File: src/rtl/eth_pkg.sv
// Ethernet constants, RX state encoding and the reflected CRC-32 dibit step.
// Latency: none (declarations and a pure function only).
// Backpressure: not applicable.
package eth_pkg;

    localparam logic [1:0]  ETH_PREAMBLE_DIBIT = 2'b01;
    localparam logic [1:0]  ETH_SFD_DIBIT      = 2'b11;
    localparam int          ETH_HDR_BYTES      = 14;
    localparam int          ETH_FCS_BYTES      = 4;
    localparam int          ETH_MAC_BYTES      = 6;
    localparam logic [47:0] ETH_BROADCAST_MAC  = 48'hFFFF_FFFF_FFFF;
    localparam logic [31:0] CRC32_POLY_REFL    = 32'hEDB8_8320;
    localparam logic [31:0] CRC32_INIT         = 32'hFFFF_FFFF;
    localparam logic [31:0] CRC32_RESIDUE      = 32'hDEBB_20E3;

    typedef enum logic [2:0] {
        IDLE,
        PREAMBLE,
        HEADER,
        PAYLOAD,
        FCS,
        DROP,
        WAIT_IDLE
    } rx_state_t;

    // Advance a reflected CRC-32 by one RMII dibit, bit 0 of the dibit first.
    function automatic logic [31:0] crc32_next_dibit(input logic [31:0] crc_in,
                                                     input logic [1:0]  dibit);
        logic [31:0] c;
        c = crc_in;
        for (int i = 0; i < 2; i++) begin
            if (c[0] ^ dibit[i]) begin
                c = (c >> 1) ^ CRC32_POLY_REFL;
            end else begin
                c = c >> 1;
            end
        end
        return c;
    endfunction

endpackage

File: src/rtl/crc32_dibit.sv
// Running reflected CRC-32 over a 2-bit-per-cycle stream (shared with TX side).
// Latency: register reflects a dibit one cycle after it is presented with en=1.
// Backpressure: none; the caller gates en, clear has priority over en.
module crc32_dibit
    import eth_pkg::*;
(
    input  logic        clk,
    input  logic        rst_n,
    input  logic        clear,
    input  logic        en,
    input  logic [1:0]  dibit,
    output logic [31:0] crc
);

    logic [31:0] crc_next;

    assign crc_next = crc32_next_dibit(crc, dibit);

    // CRC state: preset on reset or clear, otherwise fold in each enabled dibit.
    always_ff @(posedge clk) begin
        if (!rst_n) begin
            crc <= CRC32_INIT;
        end else if (clear) begin
            crc <= CRC32_INIT;
        end else if (en) begin
            crc <= crc_next;
        end
    end

endmodule

File: src/rtl/rmii_packet_rx.sv
// RMII frame receiver: SFD detect, dest-MAC filter, header strip, payload to AXI-S words, FCS check.
// Latency: the tlast word is valid 2 cycles after the final FCS dibit is presented.
// Backpressure: one holding word plus one output word; a word that cannot move out is dropped and the frame flagged.
module rmii_packet_rx
    import eth_pkg::*;
#(
    parameter int          PACKET_PAYLOAD_WORDS = 128,
    parameter int          WORD_BYTES           = 4,
    parameter logic [47:0] OWN_MAC              = 48'h00_18_3E_01_EB_6E
) (
    input  logic                    clk,
    input  logic                    rst_n,
    input  logic                    crs_dv,
    input  logic [1:0]              rxd,
    input  logic                    rx_er,
    output logic [WORD_BYTES*8-1:0] m_axis_tdata,
    output logic                    m_axis_tvalid,
    input  logic                    m_axis_tready,
    output logic                    m_axis_tlast,
    output logic                    m_axis_tuser,
    output logic [15:0]             frame_ok_count,
    output logic [15:0]             frame_err_count
);

    localparam int          WORD_W        = WORD_BYTES * 8;
    localparam int          PAYLOAD_BYTES = PACKET_PAYLOAD_WORDS * WORD_BYTES;
    localparam logic [15:0] DEST_LAST     = 16'(ETH_MAC_BYTES - 1);
    localparam logic [15:0] HDR_LAST      = 16'(ETH_HDR_BYTES - 1);
    localparam logic [15:0] PL_LAST       = 16'(PAYLOAD_BYTES - 1);
    localparam logic [15:0] FCS_LAST      = 16'(ETH_FCS_BYTES - 1);
    localparam logic [7:0]  WB_LAST       = 8'(WORD_BYTES - 1);

    rx_state_t state, state_nxt;

    // Byte and word assembly
    logic [1:0]        dcnt;
    logic [5:0]        dibit_sr;
    logic [7:0]        byte_now;
    logic [15:0]       byte_cnt;
    logic [7:0]        wbyte_cnt;
    logic [39:0]       dest_sr;
    logic [47:0]       dest_now;
    logic [WORD_W-9:0] word_sr;
    logic [WORD_W-1:0] word_now;

    // Word pipeline: one held word feeding one output register
    logic [WORD_W-1:0] hold_dat;
    logic              hold_vld;
    logic [WORD_W-1:0] out_dat;
    logic              out_vld;
    logic              out_last;
    logic              out_user;

    // Frame status
    logic        err;
    logic        judge;
    logic [15:0] ok_cnt;
    logic [15:0] err_cnt;
    logic [31:0] crc;

    // Per-cycle decode
    logic in_frame;
    logic sfd;
    logic byte_done;
    logic dest_match;
    logic last_hdr;
    logic last_pl;
    logic last_fcs;
    logic word_done;
    logic trunc;
    logic rx_err_now;
    logic crc_bad;
    logic fin;
    logic fin_err;
    logic move;
    logic can_load;
    logic load_out;
    logic ovf;
    logic crc_en;

    // The newest dibit lands in the top bits, completing the byte LSB-first.
    assign byte_now   = {rxd, dibit_sr};
    assign dest_now   = {dest_sr, byte_now};
    assign word_now   = {word_sr, byte_now};

    assign in_frame   = (state == HEADER) || (state == PAYLOAD) || (state == FCS);
    assign sfd        = (state == PREAMBLE) && crs_dv && (rxd == ETH_SFD_DIBIT);
    assign byte_done  = in_frame && crs_dv && (dcnt == 2'd3);
    assign dest_match = (dest_now == OWN_MAC) || (dest_now == ETH_BROADCAST_MAC);
    assign last_hdr   = (state == HEADER)  && byte_done && (byte_cnt == HDR_LAST);
    assign last_pl    = (state == PAYLOAD) && byte_done && (byte_cnt == PL_LAST);
    assign last_fcs   = (state == FCS)     && byte_done && (byte_cnt == FCS_LAST);
    assign word_done  = (state == PAYLOAD) && byte_done && (wbyte_cnt == WB_LAST);

    // Carrier loss inside the frame ends it on the spot with an error.
    assign trunc      = in_frame && !crs_dv;
    assign rx_err_now = in_frame && rx_er;
    assign crc_bad    = (crc != CRC32_RESIDUE);
    assign crc_en     = in_frame && crs_dv;

    // judge is set the cycle after the last FCS dibit, when the CRC register is final.
    assign fin        = trunc || ((state == WAIT_IDLE) && judge);
    assign fin_err    = err || rx_err_now || trunc || crc_bad;

    // The held word leaves either when its successor completes or at frame end.
    assign move       = hold_vld && (word_done || fin);
    assign can_load   = !out_vld || m_axis_tready;
    assign load_out   = move && can_load;
    assign ovf        = move && !can_load;

    crc32_dibit u_crc (
        .clk   (clk),
        .rst_n (rst_n),
        .clear (sfd),
        .en    (crc_en),
        .dibit (rxd),
        .crc   (crc)
    );

    // State register.
    always_ff @(posedge clk) begin
        if (!rst_n) begin
            state <= IDLE;
        end else begin
            state <= state_nxt;
        end
    end

    // Next-state logic for framing, filtering and end-of-frame.
    always_comb begin
        state_nxt = state;
        case (state)
            IDLE: begin
                if (crs_dv && (rxd == ETH_PREAMBLE_DIBIT)) begin
                    state_nxt = PREAMBLE;
                end
            end
            PREAMBLE: begin
                if (!crs_dv) begin
                    state_nxt = IDLE;
                end else if (rxd == ETH_SFD_DIBIT) begin
                    state_nxt = HEADER;
                end else if (rxd != ETH_PREAMBLE_DIBIT) begin
                    state_nxt = IDLE;
                end
            end
            HEADER: begin
                if (!crs_dv) begin
                    state_nxt = IDLE;
                end else if (byte_done && (byte_cnt == DEST_LAST) && !dest_match) begin
                    state_nxt = DROP;
                end else if (last_hdr) begin
                    state_nxt = PAYLOAD;
                end
            end
            PAYLOAD: begin
                if (!crs_dv) begin
                    state_nxt = IDLE;
                end else if (last_pl) begin
                    state_nxt = FCS;
                end
            end
            FCS: begin
                if (!crs_dv) begin
                    state_nxt = IDLE;
                end else if (last_fcs) begin
                    state_nxt = WAIT_IDLE;
                end
            end
            DROP, WAIT_IDLE: begin
                if (!crs_dv) begin
                    state_nxt = IDLE;
                end
            end
            default: state_nxt = IDLE;
        endcase
    end

    // Dibit/byte/word assembly, dest capture and per-frame error flag.
    always_ff @(posedge clk) begin
        if (!rst_n) begin
            dcnt      <= '0;
            dibit_sr  <= '0;
            byte_cnt  <= '0;
            wbyte_cnt <= '0;
            dest_sr   <= '0;
            word_sr   <= '0;
            err       <= 1'b0;
            judge     <= 1'b0;
        end else begin
            dibit_sr <= byte_now[7:2];
            judge    <= last_fcs;
            if (sfd) begin
                dcnt      <= '0;
                byte_cnt  <= '0;
                wbyte_cnt <= '0;
                err       <= 1'b0;
            end else begin
                if (crc_en) begin
                    dcnt <= dcnt + 2'd1;
                end
                if (byte_done) begin
                    byte_cnt <= (last_hdr || last_pl || last_fcs) ? 16'd0 : byte_cnt + 16'd1;
                end
                if ((state == HEADER) && byte_done) begin
                    dest_sr <= dest_now[39:0];
                end
                if ((state == PAYLOAD) && byte_done) begin
                    word_sr   <= word_now[WORD_W-9:0];
                    wbyte_cnt <= word_done ? 8'd0 : wbyte_cnt + 8'd1;
                end
                if (rx_err_now || ovf) begin
                    err <= 1'b1;
                end
            end
        end
    end

    // Holding and output registers; the output is only replaced when empty or accepted.
    always_ff @(posedge clk) begin
        if (!rst_n) begin
            hold_dat <= '0;
            hold_vld <= 1'b0;
            out_dat  <= '0;
            out_vld  <= 1'b0;
            out_last <= 1'b0;
            out_user <= 1'b0;
        end else begin
            if (word_done) begin
                hold_dat <= word_now;
                hold_vld <= 1'b1;
            end else if (fin) begin
                hold_vld <= 1'b0;
            end

            if (load_out) begin
                out_dat  <= hold_dat;
                out_vld  <= 1'b1;
                out_last <= fin;
                out_user <= fin && fin_err;
            end else if (out_vld && m_axis_tready) begin
                out_vld <= 1'b0;
            end
        end
    end

    // Frame verdict counters; a frame losing its last word to overflow counts as bad.
    always_ff @(posedge clk) begin
        if (!rst_n) begin
            ok_cnt  <= '0;
            err_cnt <= '0;
        end else if (fin) begin
            if (fin_err || ovf) begin
                err_cnt <= err_cnt + 16'd1;
            end else begin
                ok_cnt <= ok_cnt + 16'd1;
            end
        end
    end

    assign m_axis_tdata    = out_dat;
    assign m_axis_tvalid   = out_vld;
    assign m_axis_tlast    = out_last;
    assign m_axis_tuser    = out_user;
    assign frame_ok_count  = ok_cnt;
    assign frame_err_count = err_cnt;

endmodule

File: config.mk
export PLATFORM = sky130hd
export DESIGN_NAME = rmii_packet_rx
export DESIGN_NICKNAME = d
export VERILOG_FILES = /design/src/rtl/eth_pkg.sv /design/src/rtl/crc32_dibit.sv /design/src/rtl/rmii_packet_rx.sv
export SDC_FILE = /design/constraint.sdc
export NUM_CORES = 1
export LEC_CHECK = 0
export ABC_AREA = 1
export CORE_MARGIN = 2
export CORE_UTILIZATION = 60
export CTS_CLUSTER_DIAMETER = 60
export DETAILED_ROUTE_END_ITERATION = 8
export PLACE_DENSITY = 0.85
export SETUP_SLACK_MARGIN = 0.2
export SYNTH_ARGS = -nofsm -noshare
export SYNTH_HDL_FRONTEND = slang
export SYNTH_HIERARCHICAL = 1
export SYNTH_SLANG_ARGS = --single-unit
File: constraint.sdc
create_clock -name clk -period 3.3 [get_ports clk]
set_clock_uncertainty 0.1 [all_clocks]
set_input_delay 0.99 -clock clk [delete_from_list [all_inputs] [get_ports clk]]
set_output_delay 0.99 -clock clk [all_outputs]
set_load 0.05 [all_outputs]
## Word level (Yosys, flattened, before mapping)

Index checks and enable logic that the tools add are counted.

- Register bits after elaboration: 233
- Output and inout port bits: 67
- Logic and storage cells: 124

- Add/subtract/negate cells: 5
- Equal/unequal tests: 24
- Multiplexer cells: 21
- Bitwise operators: 7
- Reductions and logical operators: 49

Operator list:

| cell | number |
|---|---|
| $mux 32 | 2 |
| $add 16x1->16 const B | 3 |
| $eq 48x37->1 const B | 1 |
| $eq 48x48->1 const B | 1 |
| $mux 3 | 12 |
| $ne 32x32->1 const B | 1 |
| $not 13->14 | 2 |
| $logic_and 1x1->1 | 22 |
| $pmux 3 s6 | 1 |
| $eq 16x2->1 const B | 1 |
| $eq 16x3->1 const B | 1 |
| $eq 16x4->1 const B | 1 |
| $eq 16x9->1 const B | 1 |
| $mux 16 | 1 |
| $logic_or 1x1->1 | 13 |
| $eq 3x3->1 const B | 3 |
| $add 8x1->8 const B | 1 |
| $eq 8x2->1 const B | 1 |
| $mux 8 | 1 |
| $reduce_and 2->1 | 4 |
| $eq 3x2->1 const B | 2 |
| $ne 3x3->1 const B | 2 |
| $reduce_and 6->1 | 1 |
| $eq 2x2->1 const B | 2 |
| 14 further kinds | 26 |

## Longest topological paths before layout

Gate-level depths: netlist of the first run.

- Depth in word-level cells: 13
- Mapped depth: 13
- Depth with buffers taken out: 13

## Cells and area by module

Netlist of the first run, hierarchy kept.

Modules (own cells, without submodules):

| module | instances | cells an instance | area each (µm²) | seq. area each (µm²) |
|---|---|---|---|---|
| rmii_packet_rx | 1 | 1318 | 9211.3 | 4023.9 |
| crc32_dibit | 1 | 229 | 1576.5 | 640.6 |

## Worst setup path before layout of the first run

No wires, ideal clock.

- Path type: input -> register
- From: input port crs_dv
- To: register wbyte_cnt[7]
- Library setup time: 0.115 ns
- Data arrival time: 2.285 ns
- Data required time: 3.085 ns
- Path slack: 0.801 ns
- Stages on the path: 9
- Buffers on the path: 1
- Cell sequence: buf_2 > inv_1 > nor3_1 > nor2_1 > inv_1 > nor2_1 > inv_2 > a21oi_1 > o21a_1

RTL lines:

| item | line | text |
|---|---|---|
| from (decl) | rmii_packet_rx.sv:13 | `input logic crs_dv,` |
| $logic_and 1x1->1 (2 in a row) | rmii_packet_rx.sv:87 | `assign sfd = (state == PREAMBLE) && crs_dv && (rxd == ETH_SFD_DIBIT);` |
| named net sfd | rmii_packet_rx.sv:63 | `logic sfd;` |
| $reduce_or 2->1 (no source line) | - |  |
| to (signal assigned) | rmii_packet_rx.sv:210 | `wbyte_cnt <= word_done ? 8'd0 : wbyte_cnt + 8'd1;` |
| to (decl) | rmii_packet_rx.sv:40 | `logic [7:0] wbyte_cnt;` |

The timed path passes the listed nets, and every way through them passes these cells.
A chain may end at the register's enable or synchronous reset.

## Final worst setup path of the first run

- From: register err_cnt[2], in the netlist frame_err_count[2]
- To: output port frame_err_count[2]

RTL lines:

| item | line | text |
|---|---|---|
| from (decl) | rmii_packet_rx.sv:58 | `logic [15:0] err_cnt;` |
| from (signal assigned) | rmii_packet_rx.sv:254 | `err_cnt <= err_cnt + 16'd1;` |
| to (decl) | rmii_packet_rx.sv:22 | `output logic [15:0] frame_err_count` |

No word-level cell between the ends.

==> impl_metrics.toml, run 1 <==
[cts]
clk_pin_slew_ns = 0.06
clockBufferDepth = 3
clk_latency_ns = 0.53
cts_root_buffer = "clkbuf_16"
cts.htree.levels = 1
cts_buffers = 24
post_cts_resized = 0
cts_tree = "done"
cts_hold_buf = 0
post_cts_buffers = 0
cts.sinks = 233

[drt]
drc = 0
wl_per_cell_um = 13.6
wirelength_mm = 25.0
vias = 10100
firstDrtPassIters = 6
via_per_inst = 5.49
ant_nets = 0
drt_first_iter_violations = 895

[placed_design]
dpl.cell_count = 1797
port_buffers = 73
dp_hpwl_mm = 16.3
gp_congestion = 0.913

[floorplan]
dieWidth_um = 138
start_util_pct = 60.7
io_pins = 74
die_h_um = 138
rows = 49
core-area_um2 = 17800
die-area_um2 = 19100

[yosys]
synthAdderAreaFrac_pct = 0.696
syn_area_per_cell_um2 = 6.97
yosysUniqueCellTypes = 38
netlist_area_um2 = 10800
synth_top_family_by_area = "simple AND/OR/NAND/NOR gates"
yosys_warnings = 6
yosys.area.top_type_share_pct = 43.2
syn_inst = 1547
synth-seq-cells = 233
synth.area.mux_share_pct = 0
synth-simple-area-share_pct = 31.5
synth_compound_gate_area_share_pct = 13.7
synthTopCellsByArea = "dfxtp_1 (43%), nand2_1 (12%), nor2_1 (9.3%)"
ys_seq_area_share_pct = 43.2
synth_top_area_cell = "dfxtp_1"
synthXorXnorAreaFrac_pct = 2.60
synth.net_count = 1560

[sta]
drv_slew = 0
hold_violations = 0
period_minus_slack_ns = 2.95
setup_tns_ns = 0
tightest_slew_ns = 0.699
grt_setup_unrepaired = "false"
finalSetupViolations = 0
min_period_over_period_pct = 89.2
slew_headroom_pct = 53.4
fmax_mhz = 340

[hold_path]
hp-class = "flip-flop to flip-flop"

[finish]
area.growth.synth_to_final_pct = 15.6
instances_no_fill = 1841
drive_gt1_share_pct = 7.20
fin_nets = 1607

[critical_path]
crit_required_ns = 2.21
cp_cell_sequence = "clkdlybuf4s50_1"
startpoint_type = "flip-flop"
path_buf_inv = 1
path_max_fanout = 7
cp.arrival_ns = 1.86
endpoint_kind = "output port"
path_class = "flip-flop to output port"
cp_top_family = "buffers and inverters"
cpPeakStageDelay_ns = 0.86
critPathSlowestCell = "clkdlybuf4s50_1"

[flow_run]
cap_violations = 0

[power_and_ir_drop]
p_leak_uw = 0.00494
ir_drop_v = 0.000477
power.density_nw_per_um2 = 554

[status]
status = "completed"

[global_routing]
grt_pass1_wl_mm = 42.6
overflow = 0
grt_pass1_vias = 9350
grt_max_degree = 110
antenna_found_initial = 1
grt_use_total_pct = 25.6
-- metrics by stage --
| step | total power [uW] | utilization (%) | setup slack, ns | area (um^2) | hold slack [ns] |
|---|---|---|---|---|---|
| detailed placement | 4070 | 65.4 | 0.0426 | 11600 | 0.355 |
| global placement | 4050 | 65.4 | 0.132 | 11600 | 0.351 |
| global route | 7200 | 70.2 | 0.309 | 12500 | 0.391 |
| floorplan | 3930 | - | 0.801 | 10800 | 0.341 |
| CTS | 6930 | 70.2 | 0.350 | 12500 | 0.365 |
| finish | 6910 | 70.2 | 0.355 | 12500 | 0.365 |
-- synthesized netlist by cell type, drive strengths merged --
cell / instances
a211oi: 2
nand4: 35
clkbuf: 39
nor4: 2
xor2: 20
dfxtp: 233
a21boi: 1
or2: 7
buf: 37
nor2: 272
o21ai: 129
inv: 131
ha: 6
nand2: 342
nor3b: 6
xnor2: 12
nand3: 95
nor3: 22
o211ai: 1
o21a: 2
o2111a: 1
a21oi: 149
clkinv: 2
o21bai: 1
-- layer usage --
| metal | vias to the layer above | wire [um] | GRT usage (%) |
|---|---|---|---|
| li1 | 5088 | - | - |
| met4 | 0 | 750 | 9.83 |
| met3 | 63 | 1330 | 3.43 |
| met1 | 4630 | 11100 | 33.5 |
| met5 | - | 0 | 0 |
| met2 | 319 | 11900 | 43.3 |
-- final timing paths --
| path | from | endpoint | slack [ns] | cells after the start |
|---|---|---|---|---|
| worst max register to register | dcnt[0] | m_axis_tdata[12] | 0.85 | 11 |
| worst max-delay path | frame_err_count[2] | frame_err_count[2] | 0.35 | 1 |
| worst min-delay path | word_sr[19] | word_sr[19] | 0.37 | 2 |
| worst min register to register | word_sr[19] | word_sr[19] | 0.37 | 2 |
-- cells by family (layout without fill, tap and decap cells) --
kind of cell | count (synthesis) | after routing
adder cells (fa/ha/maj) | 6 | 6
XOR/XNOR | 32 | 32
AND/OR/NAND/NOR | 781 | 781
flip-flops | 233 | 233
other | 0 | 1
AO/OA/AOI/OAI | 286 | 286
buffers and inverters | 209 | 273
-- sequential cells by signal (all words and copies together), names as in the netlist --
signal / count
m_axis_tvalid: 1
hold_dat: 32
wbyte_cnt: 8
word_sr: 24
dest_sr: 40
m_axis_tdata: 32
m_axis_tlast: 1
state: 3
byte_cnt: 16
err: 1
dcnt: 2
frame_ok_count: 16
dibit_sr: 6
u_crc/crc: 32
judge: 1
m_axis_tuser: 1
frame_err_count: 16
hold_vld: 1
-- area by class of cell --
type	instances	area, um^2
fillers	1441	5300
clock inverters	14	195
repair buffers	97	943
inverters	133	502
multi-input cells	1105	5230
well taps	229	287
diodes	1	2.50
flip-flops and latches	233	4660
clock buffers	29	649
-- cell usage in the layout (no fill, tap or decap), types with 2 or more instances in the layout --
master / synthesis / final
nand3_4: 2 / 2
or2_2: 7 / 7
clkbuf_1: 39 / 2
nor3b_1: 6 / 6
nor2_1: 266 / 266
o21ai_0: 127 / 127
nor4_1: 2 / 2
nand2_4: 7 / 7
nor2_4: 2 / 2
xnor2_1: 12 / 12
o21ai_1: 2 / 2
bufinv_16: 0 / 4
a211oi_1: 2 / 2
nand3_2: 10 / 10
nor3_1: 22 / 22
buf_12: 0 / 3
clkbuf_8: 0 / 3
clkbuf_16: 0 / 24
clkdlybuf4s50_1: 0 / 72
o21a_1: 2 / 2
nand3_1: 83 / 83
dfxtp_1: 233 / 233
nand4_1: 34 / 34
nand2_2: 3 / 3
inv_1: 122 / 121
inv_2: 9 / 10
nand2_1: 332 / 332
ha_1: 6 / 6
clkinv_2: 2 / 7
buf_4: 15 / 21
nor2_2: 3 / 3
inv_6: 0 / 2
a21oi_1: 148 / 148
xor2_1: 20 / 20
-- report_power, final --
group | switching (uW) | internal [uW] | total (uW)
Sequential | 148 | 2960 | 3110
Combinational | 608 | 316 | 925
Clock | 1140 | 1730 | 2870
Total | 1900 | 5010 | 6910
-- worst register-to-register path: cells and delay by family (launching register included) --
family | cells | cell delay [ns]
buffers and inverters | 3 | 0.39
adders and majority gates | 1 | 0.36
and+or+nand+nor | 7 | 1.13
DFF | 1 | 0.36
Power figures use the tool's default switching activity.
==> inputs of run 2 (changes only) <==
--- a/config.mk
+++ b/config.mk
@@ -9,6 +9,6 @@
 export CORE_MARGIN = 2
-export CORE_UTILIZATION = 60
+export CORE_UTILIZATION = 64
 export CTS_CLUSTER_DIAMETER = 60
 export DETAILED_ROUTE_END_ITERATION = 8
-export PLACE_DENSITY = 0.85
+export PLACE_DENSITY = 0.9
 export SETUP_SLACK_MARGIN = 0.2
--- a/constraint.sdc
+++ b/constraint.sdc
@@ -4,2 +4,2 @@
 set_output_delay 0.99 -clock clk [all_outputs]
-set_load 0.05 [all_outputs]
+set_load 0.005 [all_outputs]
==> run 2 against run 1 <==
  * Via count grew 0.66%
  * First-iteration DRC count grew 19%
  * Clock-buffer cell count grew 1
  * Flip-flop and latch count is the same
  * Clock power shrank 13%
  * Cell count shrank 0.87%
  * Routed wire length grew 1.2%
  * Register-to-register slack is essentially flat
  * Combinational power grew 0.5%
  * Worst hold slack lost 0.0033 ns
  * Critical path depth grew 10
  * Global-route usage grew 2.2 points
==> impl_metrics.toml, run 2 (same netlist as run 1, synthesis figures left out) <==
[finish]
fin_util_pct = 74.5
final_cell_mix = "nand2_1 (332), nor2_1 (266), dfxtp_1 (233)"
fin_nets = 1604
instances_no_fill = 1825
diodes = 0
drive_gt1_share_pct = 6.92
area.growth.synth_to_final_pct = 14.1
largest_register_ffs = 40
final_common_cell = "nand2_1"
top_register = "dest_sr"

[floorplan]
dieWidth_um = 134
start_util_pct = 65.3
die-area_um2 = 17900
core-area_um2 = 16500
die_h_um = 134
rows = 47
io_pins = 74

[hold_path]
hp-class = "flip-flop to flip-flop"
min_path_cells = 2
min_to = "word_sr[16]"
hp-start = "word_sr[16]"

[power_and_ir_drop]
ir_drop_v = 0.000381
p_leak_uw = 0.00487
power.density_nw_per_um2 = 532

[placed_design]
dp_hpwl_mm = 16.6
dp_slack_ns = 0.0454
dpl.cell_count = 1786
gp_congestion = 0.913
port_buffers = 73

[critical_path]
r2r_cells = 11
path_max_fanout = 36
endpoint_kind = "flip-flop"
crit_required_ns = 3.59
path_class = "primary input to flip-flop"
rr_endpoint = "m_axis_tdata[6]"
timing.rr.start = "wbyte_cnt[0]"
cp.arrival_ns = 3.03
startpoint_type = "primary input"
rrSetupSlack_ns = 0.85

[cts]
cts.htree.levels = 1
cts.sinks = 233
cts_tree = "done"
post_cts_resized = 0
clockBufferDepth = 3
cts_hold_buf = 0
cts_buffers = 23
cts_root_buffer = "clkbuf_16"
clk_latency_ns = 0.51
clk_pin_slew_ns = 0.06
post_cts_buffers = 0

[sta]
period_minus_slack_ns = 2.73
fmax_mhz = 366
tightest_slew_ns = 0.705
drv_slew = 0
setup_ws_ns = 0.566
min_period_over_period_pct = 82.8
slew_headroom_pct = 52.9
hold_violations = 0
grt_setup_unrepaired = "false"
setup_tns_ns = 0
finalSetupViolations = 0

[flow_run]
cap_violations = 0

[drt]
drt_first_iter_violations = 1067
wirelength_mm = 25.4
wl_per_cell_um = 13.9
drc = 0
via_per_inst = 5.57
vias = 10200
firstDrtPassIters = 5
ant_nets = 0

[global_routing]
grt_max_degree = 87
grt_use_total_pct = 27.8
grt_pass1_vias = 9330
overflow = 0
antenna_found_initial = 0
grt_pass1_wl_mm = 42.4

[status]
status = "completed"
[run 2: cell count changes in the layout (fill, tap and decap cells not counted), sizes merged]
cell and delta:
buf -2, clkinvlp +1, bufinv -4, diode -1, clkinv -1, clkbuf +1
inv -1
[run 2: power by group]
part / total (uW) / switching, uW / internal (uW)
clock network: 2500 / 1090 / 1410
logic: 930 / 614 / 316
registers: 3120 / 152 / 2960
total: 6540 / 1850 / 4690
[run 2: critical path, stage by stage]
cell	delay [ns]
clkdlybuf4s50_1	0.57
nand4_4	0.13
clkinv_2	0.09
nand2_4	0.06
nand2_4	0.08
nand2_1	0.08
nor2_4	0.55
inv_2	0.10
buf_12	0.20
nor2_1	0.11
nor2_1	0.06
[run 2: how the worst max path moves through the flow]
stage               startpoint                to  slack (ns)  cells past startpoint
floorplan               crs_dv      wbyte_cnt[7]        0.80                      9
global placement        crs_dv      m_axis_tuser        0.11                     11
detailed placement      crs_dv   m_axis_tdata[6]        0.05                     11
CTS                     crs_dv   m_axis_tdata[6]        0.56                     11
global route            crs_dv  m_axis_tdata[13]        0.36                     11
finish                  crs_dv   m_axis_tdata[6]        0.57                     11
[run 2: layout make-up]
cell class	count	area, um^2
inverter	133	502
timing repair buffer	95	916
sequential	233	4660
clock inverter	9	61.3
multi-input combinational	1105	5230
clock buffer	30	662
tap	220	275
fill	1214	4210
[run 2: metrics by stage]
stage	power (uW)	hold slack, ns	area [um^2]
final	6540	0.362	12300
after global routing	6820	0.385	12300
after CTS	6550	0.365	12300
after detailed placement	4070	0.354	11600
after global placement	4040	0.349	11600
after floorplan	3910	0.341	10800
[run 2: routing by layer]
| layer | wire length (um) | vias to the layer above | global-route usage (%) |
|---|---|---|---|
| met2 | 12300 | 373 | 48.3 |
| met3 | 1530 | 51 | 3.02 |
| met5 | 0 | - | 0 |
| li1 | - | 5064 | - |
| met1 | 10900 | 4679 | 36.6 |
| met4 | 539 | 0 | 8.51 |
==> inputs of run 3 (changes only) <==
CORE_UTILIZATION = 53   (was 64)
PLACE_DENSITY = 0.8   (was 0.9)
clock period = 2.45 ns   (was 3.3 ns; I/O delays follow)
==> run 3 against run 2 <==
  * Largest power group unchanged
  * Worst hold slack improved by 0.0037 ns
  * Flip-flop and latch count did not move
  * Non-clock buffer count increased by 66
  * Total power grew 43%
  * Highest routed layer unchanged
  * Critical endpoint is now frame_ok_count[3]
  * Largest cell class unchanged
==> impl_metrics.toml, run 3 (same netlist as run 1, synthesis figures left out) <==
[cts]
clockBufferDepth = 3
cts_buffers = 26
cts.htree.levels = 1
clk_pin_slew_ns = 0.06
clk_latency_ns = 0.53
cts_tree = "done"
cts_hold_buf = 0
cts_root_buffer = "clkbuf_16"
cts.sinks = 233

[critical_path]
crit_required_ns = 1.62
path_buf_inv = 1
cp_top_family = "buffers and inverters"
timing.rr.start = "dcnt[0]"
critPathSlowestCell = "clkdlybuf4s50_1"
path_class = "flip-flop to output port"
cp.arrival_ns = 1.39
rrSetupSlack_ns = 0.48
rr_endpoint = "m_axis_tdata[7]"
cpPeakStageDelay_ns = 0.50
startpoint_type = "flip-flop"
r2r_cells = 11
path_max_fanout = 5
endpoint_kind = "output port"
cp_cell_sequence = "clkdlybuf4s50_1"

[placed_design]
dpl.cell_count = 1888
gp_congestion = 0.911
dp_hpwl_mm = 17.7
port_buffers = 73

[drt]
top_layer_used = "met4"
vias = 10200
wirelength_mm = 26.2
wl_met1_mm = 11.9
wl_per_cell_um = 13.4
wl_met2_mm = 12.5
drc = 0
firstDrtPassIters = 5
drt_first_iter_violations = 565
via_per_inst = 5.24
met3_length_mm = 1.21
ant_nets = 0

[power_and_ir_drop]
switching_power_uw = 2600
power.density_nw_per_um2 = 708
power_frac_seq_pct = 44.4
p_total_uw = 9370
ir_drop_v = 0.000677
p_leak_uw = 0.00570
p_int_uw = 6770
comb_power_share_pct = 14.3
p_clk_share_pct = 41.3
switching_share_pct = 27.8

[finish]
largest_register_ffs = 40
top_register = "dest_sr"
final_common_cell = "nand2_1"
fin_nets = 1673
area.growth.synth_to_final_pct = 22.7
instances_no_fill = 1951
drive_gt1_share_pct = 13.0
final_cell_mix = "nand2_1 (332), nor2_1 (264), dfxtp_1 (197)"

[floorplan]
io_pins = 74
start_util_pct = 53.7
core-area_um2 = 20100
die_h_um = 147
dieWidth_um = 147
rows = 52
die-area_um2 = 21500

[hold_path]
hp-class = "flip-flop to flip-flop"
min_path_cells = 2
min_to = "word_sr[21]"
hp-start = "word_sr[21]"

[sta]
drv_slew = 0
period_minus_slack_ns = 2.22
min_period_over_period_pct = 90.7
fmax_mhz = 450
tightest_slew_ns = 0.498
setup_tns_ns = 0
finalSetupViolations = 0
grt_setup_unrepaired = "true"
slew_headroom_pct = 66.8
hold_violations = 0

[status]
status = "completed"

[global_routing]
overflow = 0
grt_pass1_wl_mm = 44.7
grt_max_degree = 53
antenna_found_initial = 1
grt_pass1_vias = 9755
grt_use_total_pct = 24.2

[flow_run]
cap_violations = 0
[run 3: changes by cell type in the layout (fill, tap and decap cells not counted), sizes merged]
cell and delta:
clkdlybuf4s50 -24, dlygate4sd2 +3, diode +1, clkinv +2, buf +66, bufinv +2
dlymetal6s2s +21, clkinvlp -1, clkbuf +5, inv +1
[run 3: metal layers]
layer,up-vias,track usage [%]
met5,-,0
met4,0,6.36
met3,49,4.09
met2,214,42.2
met1,4731,31.1
li1,5235,-
[run 3: per-stage QoR]
| stage | setup slack (ns) | area [um^2] | utilization, % | hold slack, ns |
|---|---|---|---|---|
| after floorplan | 0.206 | 10800 | - | 0.341 |
| after global placement | -0.199 | 12100 | 60.2 | 0.350 |
| after detailed placement | -0.239 | 12100 | 60.2 | 0.355 |
| after CTS | 0.160 | 13100 | 65.1 | 0.364 |
| after global routing | 0.199 | 13200 | 65.8 | 0.377 |
| final | 0.228 | 13200 | 65.8 | 0.365 |
[run 3: final cells by class]
type                       count  area, um^2
antenna                        1        2.50
clock buffer                  35         726
clock inverter                13         131
fill                        1699        6870
inverter                     133         502
multi-input combinational   1105        5240
sequential                   233        4770
tap                          270         338
timing repair buffer         161        1520
[run 3: power by group through the flow]
stage                     combinational (uW)  clock, uW  sequential [uW]
after CTS                               1330       3930             4170
final                                   1340       3870             4160
after detailed placement                1300          0             4270
after floorplan                         1050          0             4220
after global routing                    1510       4120             4190
after global placement                  1270          0             4260
[run 3: worst max-delay path by stage]
stage,to,start,cells after the start
detailed placement,m_axis_tdata[10],crs_dv,12
floorplan,wbyte_cnt[7],crs_dv,9
global route,frame_err_count[2],frame_err_count[2],1
global placement,state[2],rxd[1],13
CTS,frame_ok_count[2],frame_ok_count[2],1
finish,frame_ok_count[3],frame_ok_count[3],1
[run 3: worst register-to-register path, stage by stage, from the launching register on]
cell,delay (ns)
dfxtp_1,0.35
ha_1,0.36
nand4_4,0.15
clkinv_2,0.11
nand2_4,0.06
nand2_4,0.07
nand2_1,0.08
nor2_4,0.13
inv_2,0.07
buf_12,0.16
nor2_1,0.16
nor2_1,0.07
[run 3: repair_timing]
action	CTS	global route
pin swaps	0	0
endpoints found under the setup margin	32	58
setup buffers	6	8
gates resized for setup	56	32
